--- src/rtl/mem_port_arbiter_pkg.sv ---
// Shared types and default widths for the unified-SRAM port arbiter.
package mem_port_arbiter_pkg;

  localparam int unsigned AddrWDef     = 16;
  localparam int unsigned DataWDef     = 32;
  localparam int unsigned StarveMaxDef = 4;
  localparam int unsigned WenW         = 4;
  // Wide enough for the largest legal STARVE_MAX (15).
  localparam int unsigned StarveCntW   = 4;

  // Which port the SRAM read issued last cycle belongs to.
  typedef enum logic [1:0] {
    OWN_NONE,
    OWN_I,
    OWN_D,
    OWN_LD
  } owner_e;

  typedef enum logic [1:0] {
    StRun,
    StDrainIn,
    StLoad,
    StDrainOut
  } arb_state_e;

endpackage

--- src/rtl/mem_port_arbiter_if.sv ---
// Bundle of the I/D/LD request ports and the SRAM pins around the arbiter.
// slave: arbiter view; master: the CPU, loader and SRAM macro around it.
interface mem_port_arbiter_if #(
  parameter int unsigned ADDR_W = 16,
  parameter int unsigned DATA_W = 32
) ();

  logic              i_req;
  logic [ADDR_W-1:0] i_addr;
  logic              i_stall;
  logic [DATA_W-1:0] i_rdata;

  logic              d_req;
  logic [3:0]        d_wen;
  logic [ADDR_W-1:0] d_addr;
  logic [DATA_W-1:0] d_wdata;
  logic              d_stall;
  logic [DATA_W-1:0] d_rdata;

  logic              halt_req;
  logic              halt_ack;
  logic              ld_valid;
  logic              ld_ready;
  logic              ld_we;
  logic [ADDR_W-1:0] ld_addr;
  logic [DATA_W-1:0] ld_wdata;
  logic              ld_rvalid;
  logic [DATA_W-1:0] ld_rdata;

  logic              mem_cs;
  logic [3:0]        mem_wen;
  logic [ADDR_W-1:0] mem_addr;
  logic [DATA_W-1:0] mem_wdata;
  logic [DATA_W-1:0] mem_rdata;

  modport slave (
    input  i_req, i_addr, d_req, d_wen, d_addr, d_wdata,
    input  halt_req, ld_valid, ld_we, ld_addr, ld_wdata, mem_rdata,
    output i_stall, i_rdata, d_stall, d_rdata, halt_ack, ld_ready,
    output ld_rvalid, ld_rdata, mem_cs, mem_wen, mem_addr, mem_wdata
  );

  modport master (
    output i_req, i_addr, d_req, d_wen, d_addr, d_wdata,
    output halt_req, ld_valid, ld_we, ld_addr, ld_wdata, mem_rdata,
    input  i_stall, i_rdata, d_stall, d_rdata, halt_ack, ld_ready,
    input  ld_rvalid, ld_rdata, mem_cs, mem_wen, mem_addr, mem_wdata
  );

endinterface

--- src/rtl/mem_port_arbiter_starve_ctr.sv ---
// Counts consecutive fetch losses; hit forces one fetch grant.
module mem_port_arbiter_starve_ctr
  import mem_port_arbiter_pkg::*;
#(
  parameter int unsigned MAX   = StarveMaxDef,
  parameter int unsigned CNT_W = StarveCntW
) (
  input  logic clk,
  input  logic rst,
  input  logic inc,
  input  logic clr,
  output logic hit
);

  logic [CNT_W-1:0] cnt_q;

  // Saturating loss counter; a clear wins over an increment.
  always_ff @(posedge clk) begin
    if (rst || clr) begin
      cnt_q <= '0;
    end else if (inc && (cnt_q != CNT_W'(MAX))) begin
      cnt_q <= cnt_q + 1'b1;
    end
  end

  assign hit = (cnt_q == CNT_W'(MAX));

endmodule

--- src/rtl/mem_port_arbiter.sv ---
// Shares one single-port SRAM between CPU fetch (I), CPU data (D) and the
// loader (LD). I/D arbitrate in RUN; a halt session hands memory to LD.
module mem_port_arbiter
  import mem_port_arbiter_pkg::*;
#(
  parameter int unsigned ADDR_W     = AddrWDef,
  parameter int unsigned DATA_W     = DataWDef,
  parameter int unsigned STARVE_MAX = StarveMaxDef
) (
  input  logic                clk,
  input  logic                rst,
  mem_port_arbiter_if.slave   bus
);

  arb_state_e        state_q;
  logic              halt_ack_q;
  logic              ld_ready_q;
  owner_e            tag_q;
  owner_e            tag_d;
  logic [DATA_W-1:0] i_hold_q;
  logic [DATA_W-1:0] d_hold_q;
  logic [DATA_W-1:0] ld_hold_q;

  logic starve_hit;
  logic gnt_i;
  logic gnt_d;
  logic gnt_ld;

  mem_port_arbiter_starve_ctr #(
    .MAX   (STARVE_MAX),
    .CNT_W (StarveCntW)
  ) u_starve_ctr (
    .clk (clk),
    .rst (rst),
    .inc (gnt_d && bus.i_req),
    .clr (gnt_i),
    .hit (starve_hit)
  );

  // Same-cycle grant: D beats I unless I has lost STARVE_MAX times in a row.
  always_comb begin
    gnt_i  = 1'b0;
    gnt_d  = 1'b0;
    gnt_ld = ld_ready_q && bus.ld_valid;
    if (state_q == StRun) begin
      if (bus.i_req && bus.d_req) begin
        gnt_i = starve_hit;
        gnt_d = !starve_hit;
      end else begin
        gnt_i = bus.i_req;
        gnt_d = bus.d_req;
      end
    end
  end

  // Winner's access onto the SRAM pins; a read grant tags next cycle's data.
  always_comb begin
    bus.mem_cs    = gnt_i || gnt_d || gnt_ld;
    bus.mem_wen   = '0;
    bus.mem_addr  = '0;
    bus.mem_wdata = '0;
    tag_d         = OWN_NONE;
    if (gnt_d) begin
      bus.mem_wen   = bus.d_wen;
      bus.mem_addr  = bus.d_addr;
      bus.mem_wdata = bus.d_wdata;
      if (bus.d_wen == '0) tag_d = OWN_D;
    end else if (gnt_i) begin
      bus.mem_addr = bus.i_addr;
      tag_d        = OWN_I;
    end else if (gnt_ld) begin
      bus.mem_wen   = bus.ld_we ? 4'hF : 4'h0;
      bus.mem_addr  = bus.ld_addr;
      bus.mem_wdata = bus.ld_wdata;
      if (!bus.ld_we) tag_d = OWN_LD;
    end
  end

  // Halt session FSM. Drain states wait for the in-flight read to land,
  // which takes exactly one cycle since no new grants are issued there.
  always_ff @(posedge clk) begin
    if (rst) begin
      state_q    <= StRun;
      halt_ack_q <= 1'b0;
      ld_ready_q <= 1'b0;
    end else begin
      unique case (state_q)
        StRun: begin
          if (bus.halt_req) state_q <= StDrainIn;
        end
        StDrainIn: begin
          if (tag_d == OWN_NONE) begin
            state_q    <= StLoad;
            halt_ack_q <= 1'b1;
            ld_ready_q <= 1'b1;
          end
        end
        StLoad: begin
          if (!bus.halt_req) begin
            state_q    <= StDrainOut;
            ld_ready_q <= 1'b0;
          end
        end
        StDrainOut: begin
          if (tag_d == OWN_NONE) begin
            state_q    <= StRun;
            halt_ack_q <= 1'b0;
          end
        end
        default: state_q <= StRun;
      endcase
    end
  end

  // Owner tag and per-port hold registers; reset drops any in-flight read.
  always_ff @(posedge clk) begin
    if (rst) begin
      tag_q     <= OWN_NONE;
      i_hold_q  <= '0;
      d_hold_q  <= '0;
      ld_hold_q <= '0;
    end else begin
      tag_q <= tag_d;
      if (tag_q == OWN_I)  i_hold_q  <= bus.mem_rdata;
      if (tag_q == OWN_D)  d_hold_q  <= bus.mem_rdata;
      if (tag_q == OWN_LD) ld_hold_q <= bus.mem_rdata;
    end
  end

  assign bus.i_stall   = bus.i_req && !gnt_i;
  assign bus.d_stall   = bus.d_req && !gnt_d;
  assign bus.halt_ack  = halt_ack_q;
  assign bus.ld_ready  = ld_ready_q;
  assign bus.ld_rvalid = (tag_q == OWN_LD);
  assign bus.i_rdata   = (tag_q == OWN_I)  ? bus.mem_rdata : i_hold_q;
  assign bus.d_rdata   = (tag_q == OWN_D)  ? bus.mem_rdata : d_hold_q;
  assign bus.ld_rdata  = (tag_q == OWN_LD) ? bus.mem_rdata : ld_hold_q;

endmodule

--- src/flat_wrapper.sv ---
// flat-port wrapper written by rule: the top's interface ports become plain ports
module mem_port_arbiter_flat import mem_port_arbiter_pkg::*;
#(
  parameter int unsigned ADDR_W     = AddrWDef,
  parameter int unsigned DATA_W     = DataWDef,
  parameter int unsigned STARVE_MAX = StarveMaxDef
)
  (clk, rst, bus_i_req, bus_i_addr, bus_d_req, bus_d_wen, bus_d_addr, bus_d_wdata, bus_halt_req, bus_ld_valid, bus_ld_we, bus_ld_addr, bus_ld_wdata, bus_mem_rdata, bus_i_stall, bus_i_rdata, bus_d_stall, bus_d_rdata, bus_halt_ack, bus_ld_ready, bus_ld_rvalid, bus_ld_rdata, bus_mem_cs, bus_mem_wen, bus_mem_addr, bus_mem_wdata);
  mem_port_arbiter_if #(.ADDR_W(ADDR_W), .DATA_W(DATA_W)) bus_i ();
  input  logic clk;
  input  logic rst;
  input wire logic [$bits(bus_i.i_req)-1:0] bus_i_req;
  input wire logic [$bits(bus_i.i_addr)-1:0] bus_i_addr;
  input wire logic [$bits(bus_i.d_req)-1:0] bus_d_req;
  input wire logic [$bits(bus_i.d_wen)-1:0] bus_d_wen;
  input wire logic [$bits(bus_i.d_addr)-1:0] bus_d_addr;
  input wire logic [$bits(bus_i.d_wdata)-1:0] bus_d_wdata;
  input wire logic [$bits(bus_i.halt_req)-1:0] bus_halt_req;
  input wire logic [$bits(bus_i.ld_valid)-1:0] bus_ld_valid;
  input wire logic [$bits(bus_i.ld_we)-1:0] bus_ld_we;
  input wire logic [$bits(bus_i.ld_addr)-1:0] bus_ld_addr;
  input wire logic [$bits(bus_i.ld_wdata)-1:0] bus_ld_wdata;
  input wire logic [$bits(bus_i.mem_rdata)-1:0] bus_mem_rdata;
  output wire logic [$bits(bus_i.i_stall)-1:0] bus_i_stall;
  output wire logic [$bits(bus_i.i_rdata)-1:0] bus_i_rdata;
  output wire logic [$bits(bus_i.d_stall)-1:0] bus_d_stall;
  output wire logic [$bits(bus_i.d_rdata)-1:0] bus_d_rdata;
  output wire logic [$bits(bus_i.halt_ack)-1:0] bus_halt_ack;
  output wire logic [$bits(bus_i.ld_ready)-1:0] bus_ld_ready;
  output wire logic [$bits(bus_i.ld_rvalid)-1:0] bus_ld_rvalid;
  output wire logic [$bits(bus_i.ld_rdata)-1:0] bus_ld_rdata;
  output wire logic [$bits(bus_i.mem_cs)-1:0] bus_mem_cs;
  output wire logic [$bits(bus_i.mem_wen)-1:0] bus_mem_wen;
  output wire logic [$bits(bus_i.mem_addr)-1:0] bus_mem_addr;
  output wire logic [$bits(bus_i.mem_wdata)-1:0] bus_mem_wdata;
  assign bus_i.i_req = bus_i_req;
  assign bus_i.i_addr = bus_i_addr;
  assign bus_i.d_req = bus_d_req;
  assign bus_i.d_wen = bus_d_wen;
  assign bus_i.d_addr = bus_d_addr;
  assign bus_i.d_wdata = bus_d_wdata;
  assign bus_i.halt_req = bus_halt_req;
  assign bus_i.ld_valid = bus_ld_valid;
  assign bus_i.ld_we = bus_ld_we;
  assign bus_i.ld_addr = bus_ld_addr;
  assign bus_i.ld_wdata = bus_ld_wdata;
  assign bus_i.mem_rdata = bus_mem_rdata;
  assign bus_i_stall = bus_i.i_stall;
  assign bus_i_rdata = bus_i.i_rdata;
  assign bus_d_stall = bus_i.d_stall;
  assign bus_d_rdata = bus_i.d_rdata;
  assign bus_halt_ack = bus_i.halt_ack;
  assign bus_ld_ready = bus_i.ld_ready;
  assign bus_ld_rvalid = bus_i.ld_rvalid;
  assign bus_ld_rdata = bus_i.ld_rdata;
  assign bus_mem_cs = bus_i.mem_cs;
  assign bus_mem_wen = bus_i.mem_wen;
  assign bus_mem_addr = bus_i.mem_addr;
  assign bus_mem_wdata = bus_i.mem_wdata;
  mem_port_arbiter #(.ADDR_W(ADDR_W), .DATA_W(DATA_W), .STARVE_MAX(STARVE_MAX)) u_core (.clk(clk), .rst(rst), .bus(bus_i));
endmodule
--- config.mk ---
export PLATFORM = sky130hd
export DESIGN_NAME = mem_port_arbiter_flat
export DESIGN_NICKNAME = d
export VERILOG_FILES = /design/src/rtl/mem_port_arbiter_pkg.sv /design/src/rtl/mem_port_arbiter_if.sv /design/src/rtl/mem_port_arbiter_starve_ctr.sv /design/src/rtl/mem_port_arbiter.sv /design/src/flat_wrapper.sv
export SDC_FILE = /design/constraint.sdc
export NUM_CORES = 1
export LEC_CHECK = 0
export ABC_CLOCK_PERIOD_IN_PS = 4950
export BUFFER_PORTS_ARGS = -buffer_cell sky130_fd_sc_hd__buf_2
export CORE_AREA = 3 3 117 119
export CTS_BUF_LIST = sky130_fd_sc_hd__clkbuf_4 sky130_fd_sc_hd__clkbuf_8
export CTS_CLUSTER_DIAMETER = 60
export DETAILED_ROUTE_END_ITERATION = 10
export DIE_AREA = 0 0 120 122
export PLACE_DENSITY = 0.78
export SETUP_SLACK_MARGIN = 0.15
export SYNTH_ARGS = -nofsm -noshare
export SYNTH_HDL_FRONTEND = slang
export SYNTH_SLANG_ARGS = --single-unit
--- constraint.sdc ---
create_clock -name clk -period 4.95 [get_ports clk]
set_input_delay 0.99 -clock clk [delete_from_list [all_inputs] [get_ports clk]]
set_output_delay 0.99 -clock clk [all_outputs]
set_load 0.05 [all_outputs]
Word level (Yosys, flattened, before mapping)
Index checks and enable logic that the tools add are counted.

Register bits: 106. Logic and storage cells: 73.

Add/sub/neg operators: 1. Muxes and demuxes: 32. Reduce and logical (&&, ||, !) cells: 20. Equal/unequal tests: 12.

Operators with widths (count): 2-to-1 mux 32 bit (6); 2-to-1 mux 16 bit (3); 2-to-1 mux 2 bit (9); 2-to-1 mux 4 bit (4); == test 2 bit (second input constant) (4); case mux 2 bit (4 select lines) (1); 2-to-1 mux 1 bit (7); logical AND 1 bit (6); AND reduction 3 bit (2); adder 4 x 1 -> 4 bit (second input constant) (1); == test 2 x 1 -> 1 bit (second input constant) (2); == test 4 x 3 -> 1 bit (second input constant) (1); zero test 2 bit (2); zero test 4 bit (1); inequality test 2 x 1 -> 1 bit (second input constant) (2); inequality test 2 bit (second input constant) (2); inequality test 4 x 3 -> 1 bit (second input constant) (1); case mux 1 bit (2 select lines) (2); AND reduction 4 bit (1); nonzero test 2 bit (2); zero test 1 bit (3); logical OR 1 bit (3).

Logic depth before layout (Yosys ltp)
Depth in word-level cells: 8. Mapped depth: 8.

By module
From an unflattened synthesis, not the netlist that was laid out.

Cell total of the unflattened synthesis: 509. Area, all modules: 5087.4 um^2.

By module, submodules not included: mem_port_arbiter (sequential area each 2042.0 um^2, times used 1, area each 4858.4 um^2, cells each 484); mem_port_arbiter_starve_ctr (sequential area each 80.1 um^2, times used 1, area each 229.0 um^2, cells each 25).

Least setup slack after synthesis
No wires, ideal clock.

Path kind: input-to-output. Start point: input bus_i_req. End point: output bus_d_stall. Arrival time: 2.279 ns. Stages: 2. Slack: 1.681 ns. Path buffers: 0. Cells stage by stage: nand4b_2 a21boi_0.

Word-level cells in the longest chain between the ends: 5.

RTL lines: from (decl) (RTL line flat_wrapper.sv:12) `input wire logic [$bits(bus_i.i_req)-1:0] bus_i_req;`; logical AND 1 bit (RTL line mem_port_arbiter.sv:46) `if (bus.i_req && bus.d_req) begin`; 2-to-1 mux 1 bit (RTL line mem_port_arbiter.sv:46); 2-to-1 mux 1 bit (RTL line mem_port_arbiter.sv:45) `if (state_q == StRun) begin`; zero test 1 bit (RTL line mem_port_arbiter.sv:131) `assign bus.d_stall = bus.d_req && !gnt_d;`; logical AND 1 bit (RTL line mem_port_arbiter.sv:131); to (decl) (RTL line flat_wrapper.sv:26) `output wire logic [$bits(bus_i.d_stall)-1:0] bus_d_stall;`.

No other way between the ends.

Worst setup path after layout
Start point: input bus_i_req. End point: output bus_mem_wdata[10].

Word-level cells in the longest chain between the ends: 5. Elaborated cells between the ends (all ways): 7.

RTL lines: logical AND 1 bit (RTL line mem_port_arbiter.sv:46); 2-to-1 mux 1 bit (RTL line mem_port_arbiter.sv:46); 2-to-1 mux 1 bit (RTL line mem_port_arbiter.sv:45); 2-to-1 mux 32 bit (RTL line mem_port_arbiter.sv:68) `end else if (gnt_i) begin`; 2-to-1 mux 32 bit (*) (RTL line mem_port_arbiter.sv:63) `if (gnt_d) begin`; to (decl) (RTL line flat_wrapper.sv:35) `output wire logic [$bits(bus_i.mem_wdata)-1:0] bus_mem_wdata;`.

Every way passes the cells marked *; elsewhere a longest branch is shown, timed or not.

==> qor.txt <==
R2R Setup Slk: 2.44 ns
Clk pin slew, worst setup/hold paths: 0.10 ns
largest cells by area after synthesis: dfxtp_1, mux2_2, and2_1
fin crit period: 4.153 ns
# IOs: 309
first-pass GRT wire length: 24.57 mm
Die Ht: 122 um
commonest non-fill, non-tap cells in the layout: buf_2, dfxtp_1, and2_1
Design Power: 3.046 mW
Post-CTS Setup Bufs: 0
number of nets with antenna violations after detailed routing: 0
Worst Path Buf+Inv: 3
dpl hpwl: 13.88 mm
worst slew pin tran: 1.056 ns
CP startpoint: bus_i_req
Unique masters post-synth: 35
crit-path leading delay family: simple AND/OR/NAND/NOR gates
TritonCTS Buffers: 9
fin nets: 918
Leakage: 3.691 nW
TNS Setup: 0 ns
top cell type's share of synthesized area: 0.4241
critical path cell sequence: buf_2, nand4b_2, and3_4, nor3_4, buf_4, a22o_1, buf_2
R2R Path Start: u_core.u_starve_ctr.cnt_q[0]
Worst slew margin: 0.2948
cell area after synthesis: 5004 um2
RR Endpoint: u_core.tag_q[1]
fin crit share: 0.8391
Resize count post-CTS: 0
CP Capture Type: output pin
FF+latch count, synth: 106
via count: 4685
Final Core Density: 0.5360
CP startpoint kind: primary input
Hold Vio Cnt, Final: 0
Wirelength per Cell: 18.83 um
final instance area: 6792 um2
WS Path Type: primary input to output pin
GRT overflow: 0
pin count of the biggest net entering global routing: 60
cell count after synthesis: 468
IO Port Bufs: 308
Reg2Reg Depth: 8
initial core utilization: 0.3949
GRT Total Usage: 0.2221
EDFF count, synth: 0
Synth async-reset ratio: 0
Syn Area/Cell: 10.69 um2
commonest non-fill, non-tap cell in the layout: buf_2
share of layout cells above drive strength 1: 0.5558
peak per-stage delay on the critical path: 0.54 ns
slowest cell on the critical path: nor3_4
Root Driver: clkbuf_8
drt first pass iters: 6
Antenna diodes: 0
vias in the first global route: 4301
Core Rows: 41
Area Overhead vs Synth: 35.73%
crit path to: bus_mem_wdata[10]
CTS tree: done
Worst IR Drop VDD: 321.0 uV
Die ar.: 14640 um2
GP Congestion: 0.9048
Hold WC Path Type: flop to flop
fin. max-slew vios: 0
Post-Route WL: 17.56 mm
Max Cap Viol: 0
drc violations: 0
WHS: 0.5350 ns
synth warn: 0
sequential share of the synthesized area: 0.4241
leading area contributor after synthesis: dfxtp_1
level count of the clock H-tree: 3
clk_lat worst skew: 0.37 ns
RSZ-0062 raised after global routing: false
iteration-0 DRC count of the detailed router: 381
synthesized net count: 630
WP data required: 3.96 ns
die width: 120 um
antenna violations before repair: 4
Crit. path cell count: 7
clk_skew: 0.01606 ns
endpoints failing setup: 0
area of placed instances: 6595 um2
Fmax: 0.2408 GHz
crit-path max FO: 57
WP data arrival: 3.16 ns
status: finished, final reports clean
clk buf depth: 2
top_reg_cell synth: dfxtp_1
CP dominant cell by count: buf_2
power per cell area: 448.5 nW/um2
vias per cell: 5.021
clk sinks: 106
cts hold-fix bufs: 0
core area: 12670 um2
synth_stat cells, types with 2 or more instances:
library cell and count:
xnor2_1 3, a222oi_1 16, inv_1 24, nand3_1 3, mux2i_1 2, nand4_1 2, buf_6 8, dfxtp_1 106
buf_2 11, nand3b_1 3, mux2_2 87, mux2_1 9, a22o_1 36, o21ai_0 6, a21oi_1 3, nand2_1 4
and2_1 96, nor2b_1 2, nor2_1 4, nor3_1 6, clkbuf_1 16, nand2b_1 2, ha_1 7
worst min path at each step:
stage | depth (start not counted) | from | slack (ns) | end
final | 2 | u_core.bus.halt_ack | 0.53 | u_core.bus.halt_ack
after global routing | 2 | u_core.bus.halt_ack | 0.57 | u_core.bus.halt_ack
after CTS | 2 | u_core.bus.halt_ack | 0.53 | u_core.bus.halt_ack
after detailed placement | 2 | u_core.bus.halt_ack | 0.51 | u_core.bus.halt_ack
after global placement | 2 | u_core.bus.halt_ack | 0.51 | u_core.bus.halt_ack
after floorplan | 2 | u_core.state_q[1] | 0.49 | u_core.state_q[1]
per-layer routing:
metal / up-vias / share of wire / track usage
met3: 30 / 0.11 / 0.07428
met5: - / 0.0032 / 0
li1: 2228 / - / -
met2: 240 / 0.46 / 0.3498
met4: 8 / 0.020 / 0.08017
met1: 2179 / 0.41 / 0.2844
power by group:
group	leakage, nW	switching (mW)	internal [mW]	total (mW)
Sequential	0.856	0.0232	0.902	0.925
Clock	0.102	0.319	0.209	0.528
Combinational	2.73	1.18	0.417	1.59
state kept, by name, indices dropped and copies added, names as in the netlist:
register,cells
u_core.bus.halt_ack,1
u_core.u_starve_ctr.cnt_q,4
u_core.bus.ld_ready,1
u_core.ld_hold_q,32
u_core.i_hold_q,32
u_core.tag_q,2
u_core.state_q,2
u_core.d_hold_q,32
cells by family after synthesis:
logic type / after synthesis / share of synthesized area
compound gates: 69 / 0.1173
simple gates: 126 / 0.1568
flops: 106 / 0.4241
buf+inv: 59 / 0.05902
xor+xnor: 3 / 0.005252
mux: 98 / 0.2201
fa+ha+maj: 7 / 0.01750
worst min-delay path, stage by stage, from the launching register on:
cell and delay, ns:
dfxtp_1 0.32, a21oi_1 0.11, a211oi_1 0.06
through the flow:
step,worst slack [ns],std cells
4_1_cts,0.8488,933
3_3_place_gp,0.8996,917
6_report,0.7967,933
3_5_place_dp,0.8468,917
5_1_grt,0.6329,933
2_1_floorplan,1.681,468
cell type report:
| cell class | instances | area, um2 |
|---|---|---|
| clock buffer | 10 | 137.6 |
| clock inverter | 6 | 58.81 |
| fill | 1202 | 5879 |
| inverter | 24 | 90.09 |
| multi-input combinational | 303 | 2596 |
| sequential | 106 | 2122 |
| tap | 172 | 215.2 |
| timing repair buffer | 312 | 1572 |
Note: power is estimated with default switching activity, not from simulation.
